==> src/rtl/serial_adder_pkg.sv <==
// Shared constants for the bit-serial adder: FSM encodings,
// default operand width and bit-counter sizing.
package serial_adder_pkg;

    localparam int SA_WIDTH_DEF = 8;

    localparam logic [1:0] ST_IDLE = 2'd0;
    localparam logic [1:0] ST_ADD  = 2'd1;
    localparam logic [1:0] ST_DONE = 2'd2;

    // counter must hold the value WIDTH after the last increment
    function automatic int sa_cnt_w(input int w);
        return $clog2(w) + 1;
    endfunction

endpackage

==> src/rtl/serial_adder_fa.sv <==
// One-bit full-adder cell shared by the serial datapath.
// Purely combinational sum and carry.
module full_adder (
    input  logic a,
    input  logic b,
    input  logic ci,
    output logic s,
    output logic co
);

    // sum and carry of three one-bit inputs
    always_comb begin
        s  = a ^ b ^ ci;
        co = (a & b) | (ci & (a ^ b));
    end

endmodule

==> src/rtl/serial_adder.sv <==
// Bit-serial adder: one operand bit per cycle through a single cell.
// Optional signed-overflow output enabled by SERIAL_ADDER_OVF_EN.
module serial_adder
    import serial_adder_pkg::*;
#(
    parameter int WIDTH = SA_WIDTH_DEF
) (
    input  logic             clk,
    input  logic             rst,
    input  logic             start,
    input  logic [WIDTH-1:0] a,
    input  logic [WIDTH-1:0] b,
    input  logic             cin,
    output logic             busy,
    output logic             done,
    output logic [WIDTH-1:0] sum,
    output logic             cout
`ifdef SERIAL_ADDER_OVF_EN
    ,
    output logic             ovf
`endif
);

    localparam int CW = sa_cnt_w(WIDTH);

    logic [1:0]       state;
    logic [WIDTH-1:0] ash;
    logic [WIDTH-1:0] bsh;
    logic [WIDTH-2:0] ssh;
    logic [CW-1:0]    cnt;
    logic             carry;
    logic             fa_s;
    logic             fa_co;
    logic             is_idle;
    logic             is_add;
    logic             is_done;
    logic             last;
    logic [WIDTH-1:0] sum_next;

    full_adder u_fa (
        .a  (ash[0]),
        .b  (bsh[0]),
        .ci (carry),
        .s  (fa_s),
        .co (fa_co)
    );

    // state decode and status outputs
    always_comb begin
        is_idle  = (state == ST_IDLE);
        is_add   = (state == ST_ADD);
        is_done  = (state == ST_DONE);
        last     = (cnt == CW'(WIDTH - 1));
        sum_next = {fa_s, ssh};
        busy     = ~is_idle;
        done     = is_done;
    end

    // FSM, operand shifters, carry flop and result registers
    always_ff @(posedge clk) begin
        if (rst) begin
            state <= ST_IDLE;
            ash   <= '0;
            bsh   <= '0;
            ssh   <= '0;
            cnt   <= '0;
            carry <= 1'b0;
            sum   <= '0;
            cout  <= 1'b0;
`ifdef SERIAL_ADDER_OVF_EN
            ovf   <= 1'b0;
`endif
        end else begin
            unique case (1'b1)
                is_idle: begin
                    if (start) begin
                        ash   <= a;
                        bsh   <= b;
                        carry <= cin;
                        cnt   <= '0;
                        state <= ST_ADD;
                    end
                end
                is_add: begin
                    ash   <= ash >> 1;
                    bsh   <= bsh >> 1;
                    ssh   <= sum_next[WIDTH-1:1];
                    carry <= fa_co;
                    cnt   <= cnt + 1'b1;
                    if (last) begin
                        sum   <= sum_next;
                        cout  <= fa_co;
`ifdef SERIAL_ADDER_OVF_EN
                        // carry flop holds the carry into the MSB here
                        ovf   <= carry ^ fa_co;
`endif
                        state <= ST_DONE;
                    end
                end
                is_done: begin
                    state <= ST_IDLE;
                end
                default: begin
                    state <= ST_IDLE;
                end
            endcase
        end
    end

endmodule

==> config.mk <==
export PLATFORM = sky130hd
export DESIGN_NAME = serial_adder
export DESIGN_NICKNAME = d
export VERILOG_FILES = /design/src/rtl/serial_adder_pkg.sv /design/src/rtl/serial_adder_fa.sv /design/src/rtl/serial_adder.sv
export SDC_FILE = /design/constraint.sdc
export NUM_CORES = 1
export LEC_CHECK = 0
export ABC_CLOCK_PERIOD_IN_PS = 2630
export CELL_PAD_IN_SITES_DETAIL_PLACEMENT = 0
export CELL_PAD_IN_SITES_GLOBAL_PLACEMENT = 1
export CORE_MARGIN = 2
export CORE_UTILIZATION = 42
export CTS_CLUSTER_SIZE = 16
export DETAILED_ROUTE_END_ITERATION = 8
export HOLD_SLACK_MARGIN = 0.08
export PLACE_DENSITY_LB_ADDON = 0.1
export SYNTH_ARGS = -nofsm -noshare
export SYNTH_HDL_FRONTEND = slang
export SYNTH_SLANG_ARGS = --single-unit
export TNS_END_PERCENT = 50
==> constraint.sdc <==
create_clock -name clk -period 2.63 [get_ports clk]
set_clock_uncertainty 0.1 [all_clocks]
set_input_delay 0.263 -clock clk [delete_from_list [all_inputs] [get_ports clk]]
set_output_delay 0.263 -clock clk [all_outputs]
set_load 0.02 [all_outputs]
# After elaboration in Yosys (flattened, before gate mapping)
# Index checks and enable logic that the tools add are counted.
[op_classes]
add_sub_neg = 1
n_mul = 0
n_div = 0
magnitude_cmp = 0
n_eq_ne = 5
shift = 0
n_mux = 11
bitwise_logic = 6
reduce_logical = 5
[ops]
columns = ["op", "n"]
rows = [
  ["$pmux 8 s2", 2],
  ["$mux 8", 2],
  ["$pmux 4 s2", 1],
  ["$reduce_and 2->1", 3],
  ["$add 4x1->4 const B", 1],
  ["$eq 4x3->1 const B", 1],
  ["$mux 2", 2],
  ["$mux 4", 1],
  ["$pmux 2 s2", 1],
  ["$and 1x1->1", 2],
  ["$eq 2x1->1 const B", 1],
  ["$eq 2x2->1 const B", 1],
  ["$logic_not 2->1", 1],
  ["$ne 2x1->1 const B", 1],
  ["$ne 2x2->1 const B", 1],
  ["$pmux 1 s2", 1],
  ["$reduce_bool 2->1", 1],
  ["$xor 1x1->1", 2],
  ["$mux 1", 1],
  ["$not 1->1", 1],
  ["$or 1x1->1", 1],
]
[word_totals]
register_bits = 39
latch_bits = 0
ram_bits = 0
romBits = 0
inputBits = 20
out_inout_bits = 11
memories = 0

# Longest topological paths before layout
[depth]
depth_word = 4
depth_mapped = 5

# Modules after synthesis
# Synthesis repeated with hierarchy kept, for this count alone.
[hier_totals]
hier_cells = 190
hier_area_um2 = 1724.2
[by_module_without_submodules]
columns = ["mod", "n_inst", "cells_each", "area_each_um2"]
rows = [
  ["serial_adder", 1, 189, 1704.1],
  ["full_adder", 1, 1, 20.0],
]

# Least setup slack after synthesis
# OpenSTA, ideal clock, no wires.
[synth_timing]
path_type = "reg-to-output"
startpoint = "register state[1]"
endpoint = "output port done"
t_arrival_ns = 0.983
required_time_ns = 2.267
slack_ns = 1.284
path_stages_with_launch = 4
n_path_buf = 1
cell_sequence = "dfxtp_1 inv_1 clkbuf_1 nor2_1"
[synth_via]
elab_chain_len = 1
[synth_lines]
columns = ["item", "line", "source"]
rows = [
  ["start, declared", "serial_adder.sv:26", "logic [1:0] state;"],
  ["start signal, assigned", "serial_adder.sv:62", "state <= ST_IDLE;"],
  ["start signal, assigned", "serial_adder.sv:81", "state <= ST_ADD;"],
  ["start signal, assigned", "serial_adder.sv:97", "state <= ST_DONE;"],
  ["$eq 2x2->1", "serial_adder.sv:52", "is_done = (state == ST_DONE);"],
  ["end, declared", "serial_adder.sv:15", "output logic done,"],
]
# No other way between the ends.

# Worst setup path in the final report
# Same ends and word-level chain as after synthesis.

==> key figures <==
Outcome
  – Outcome: finished clean

Cells and area
  – Layout Cells excl Fill: around 260
  – Multi-input logic area: between 800 and 900 sq um
  – Fill cell count: about 360
  – Most frequent cells in the layout: dfxtp_1 (39), clkdlybuf4s50_1 (30), nor2_1 (23), nand2b_1 (19), nand2_1 (17)
  – Ant diodes: 0
  – Fin nets: between 200 and 250
  – Most common cell after layout, fill and taps aside: dfxtp_1
  – Area Overhead vs Synth: 24.4%
  – Share of cells above drive strength 1: 0.0625
  – FF+latch area: about 780 sq um
  – Finished Cell Area: approximately 2100 sq um

Global routing
  – Remaining Overflow, GRT: 0
  – Largest net degree at the start of global routing: 30
  – Initial antenna violation count: 0
  – Global-route wire length before repair: 6.05 mm
  – GRT Util Overall: 0.178
  – Vias in the first global route: roughly 1300

Critical path
  – Reg2reg end: ash[5]$_SDFFE_PP0P_
  – WP data required: between 2000 and 2500 ps
  – Worst flop-to-flop path startpoint: state[0]$_SDFFE_PP0P_
  – Crit. End Element: output pin
  – Setup crit start kind: flip-flop
  – Crit path max-delay family: buffers and inverters
  – R2R depth: 4
  – Crit path buf inv count: 2
  – Slowest CP cell: clkdlybuf4s50_1
  – Worst Path Max Fanout: 13
  – WS Path Type: flip-flop to output pin
  – Critical path arrival: about 1700 ps
  – R2r setup slk: around 960 ps
  – Worst-path cell chain: inv_1 -> nor2_1 -> clkdlybuf4s50_1
  – Worst stage delay on the critical path: approximately 620 ps

Flow run
  – Max cap viols: 0

Yosys
  – Sequential element share of the synthesized area: 0.465
  – Unique masters post-synth: 30
  – Synth top area cells: dfxtp_1 (46%), nand2b_1 (7.1%), mux2i_1 (6.0%)
  – Avg Cell Area, Syn: just over 9 sq um
  – Syn. warnings: 0
  – Flops & latches, synth: 39
  – Post-synthesis cell area: about 1700 sq um
  – Yosys top cell area share: 0.465
  – Syn nets: between 200 and 250
  – Cell taking the most area after synthesis: dfxtp_1
  – Syn Inst Count: 180

Route
  – DRT Pass-1 Iters: 4
  – Routed WL: around 3.5 mm
  – DR vias: 1342
  – Starting DRT DRC Count: 87
  – ANT nets after route: 0
  – DR vias/cell: roughly 5.2
  – Routed wire per std cell: 13.7 um
  – DRC viols: 0

STA
  – Worst hold slack: around 370 ps
  – Unrepaired setup endpoints after global routing: no
  – Slew HR: 0.574
  – Max Slew Vio Count: 0
  – Fin crit share: 0.796
  – Fin. Hold Viols: 0
  – Fmax: 477 MHz
  – Final min period: ~2100 ps
  – Setup TNS: 0 ps
  – Setup violators final: 0
  – Worst slew pin tran: approximately 640 ps
  – Final Worst Setup Slack: approximately 540 ps

Clock network
  – Root Buffer: clkbuf_8
  – Clock-pin slew on the worst setup and hold paths: 70 ps
  – CTS Hold Buffers Added: 0
  – Cts bufs inserted: 5
  – Skew-Pair Late Insertion Delay: 290 ps
  – Clk sink count: 39
  – CTS tree: done
  – H-Tree Depth: 2
  – Post_cts resized: 0
  – Clock buffer depth: 2
  – Setup bufs post-CTS: 0

Placement
  – Dpl cells: roughly 250
  – Pre-CTS setup slack: between 500 and 600 ps
  – Placed instance area: around 2000 sq um
  – Final GP Congestion: 0.742
  – Port buffer count: 30
  – HPWL after DPL: between 2 and 2.5 mm

Worst hold path
  – Hold Crit Start: ssh[0]$_SDFFE_PP0N_
  – HP Class: flip-flop to flip-flop
  – Hold path cells: 2
  – Hold Path Sink: ssh[0]$_SDFFE_PP0N_

Floorplanning
  – Die height: 67.3 um
  – I/O Pins: 31
  – Rows: 22
  – Core area: roughly 3700 sq um
  – Die Footprint: 4520 sq um
  – Initial Util: 0.449
  – Die W: between 60 and 70 um

Pwr
  – Worst vdd ir: 0.315 mV
  – Cell leakage power: roughly 0.73 nW
  – Pwr dens: between 500 and 600 nW/um^2
[power breakdown]
group          internal [mW]  total (mW)  switching (mW)
clock network          0.239       0.434           0.195
logic                 0.0821       0.170          0.0874
registers              0.624       0.644          0.0204
total                  0.945        1.25           0.303
[worst reg2reg max path: cells and delay by family (launching register included)]
kind	cells	cell delay (ps)
DFF	1	330
buffers and inverters	1	240
AOI/OAI and AO/OA	2	700
and+or+nand+nor	1	190
[cells by family (layout without fill, tap and decap cells)]
logic type,Yosys count,after routing,share of synthesized area
AOI/OAI and AO/OA,41,41,0.185
adders and majority gates,2,2,0.0194
buffers and inverters,14,42,0.0432
DFF,39,39,0.465
muxes,10,10,0.0596
and+or+nand+nor,74,74,0.229
[worst max-delay path by stage]
stage / start / endpoint / slack, ps / depth (start not counted)
2_1_floorplan: state[1]$_SDFFE_PP0P_ / done / 1280 / 3
3_3_place_gp: start / carry$_SDFFE_PP0P_ / 560 / 4
3_5_place_dp: start / ash[5]$_SDFFE_PP0P_ / 510 / 4
4_1_cts: state[1]$_SDFFE_PP0P_ / done / 500 / 3
5_1_grt: state[1]$_SDFFE_PP0P_ / done / 440 / 3
6_report: state[1]$_SDFFE_PP0P_ / done / 540 / 3
[flip-flops by register name (all words and copies together), names as in the netlist]
signal and cells:
cout 1, ssh 7, carry 1, ash 8, sum 8, bsh 8
cnt 4, state 2
[layout make-up]
cell class,instances,share of cell area
tap,48,0.0287
sequential,39,0.373
multi-input combinational,127,0.396
inverter,2,0.00359
clock buffer,8,0.0479
timing repair buffer,32,0.151
[Yosys cell counts]
cell        n
nand2b_1   19
nor2_1     23
nor2b_1     1
inv_1       2
o21bai_1    1
nand2_1    17
a221o_1     4
a31oi_1     2
nand3_1     2
fa_1        1
or3_1       1
nand2b_4    1
nand3b_1    3
a21oi_1     7
o21ba_2     1
a21o_1      1
a211oi_1   11
o22ai_1     3
dfxtp_1    39
clkbuf_1    6
buf_6       2
and2_1      4
mux2i_1    10
nor2_4      1
nor4b_2     1
a22o_1      3
ha_1        1
buf_2       4
o2bb2ai_1   8
nor3_1      1
[per-layer routing]
layer / vias up / routed length, um / GRT usage
met2: 36 / 1530 / 0.269
met3: 6 / 221 / 0.0550
met1: 622 / 1720 / 0.242
li1: 678 / - / -
met5: - / 0 / 0
met4: 0 / 48 / 0.0612
[metrics by stage]
step	util	total power [mW]
2_1_floorplan	-	0.774
3_3_place_gp	0.532	0.825
3_5_place_dp	0.532	0.828
4_1_cts	0.558	1.26
5_1_grt	0.558	1.31
6_report	0.558	1.25
(Power assumes the default switching activity.)
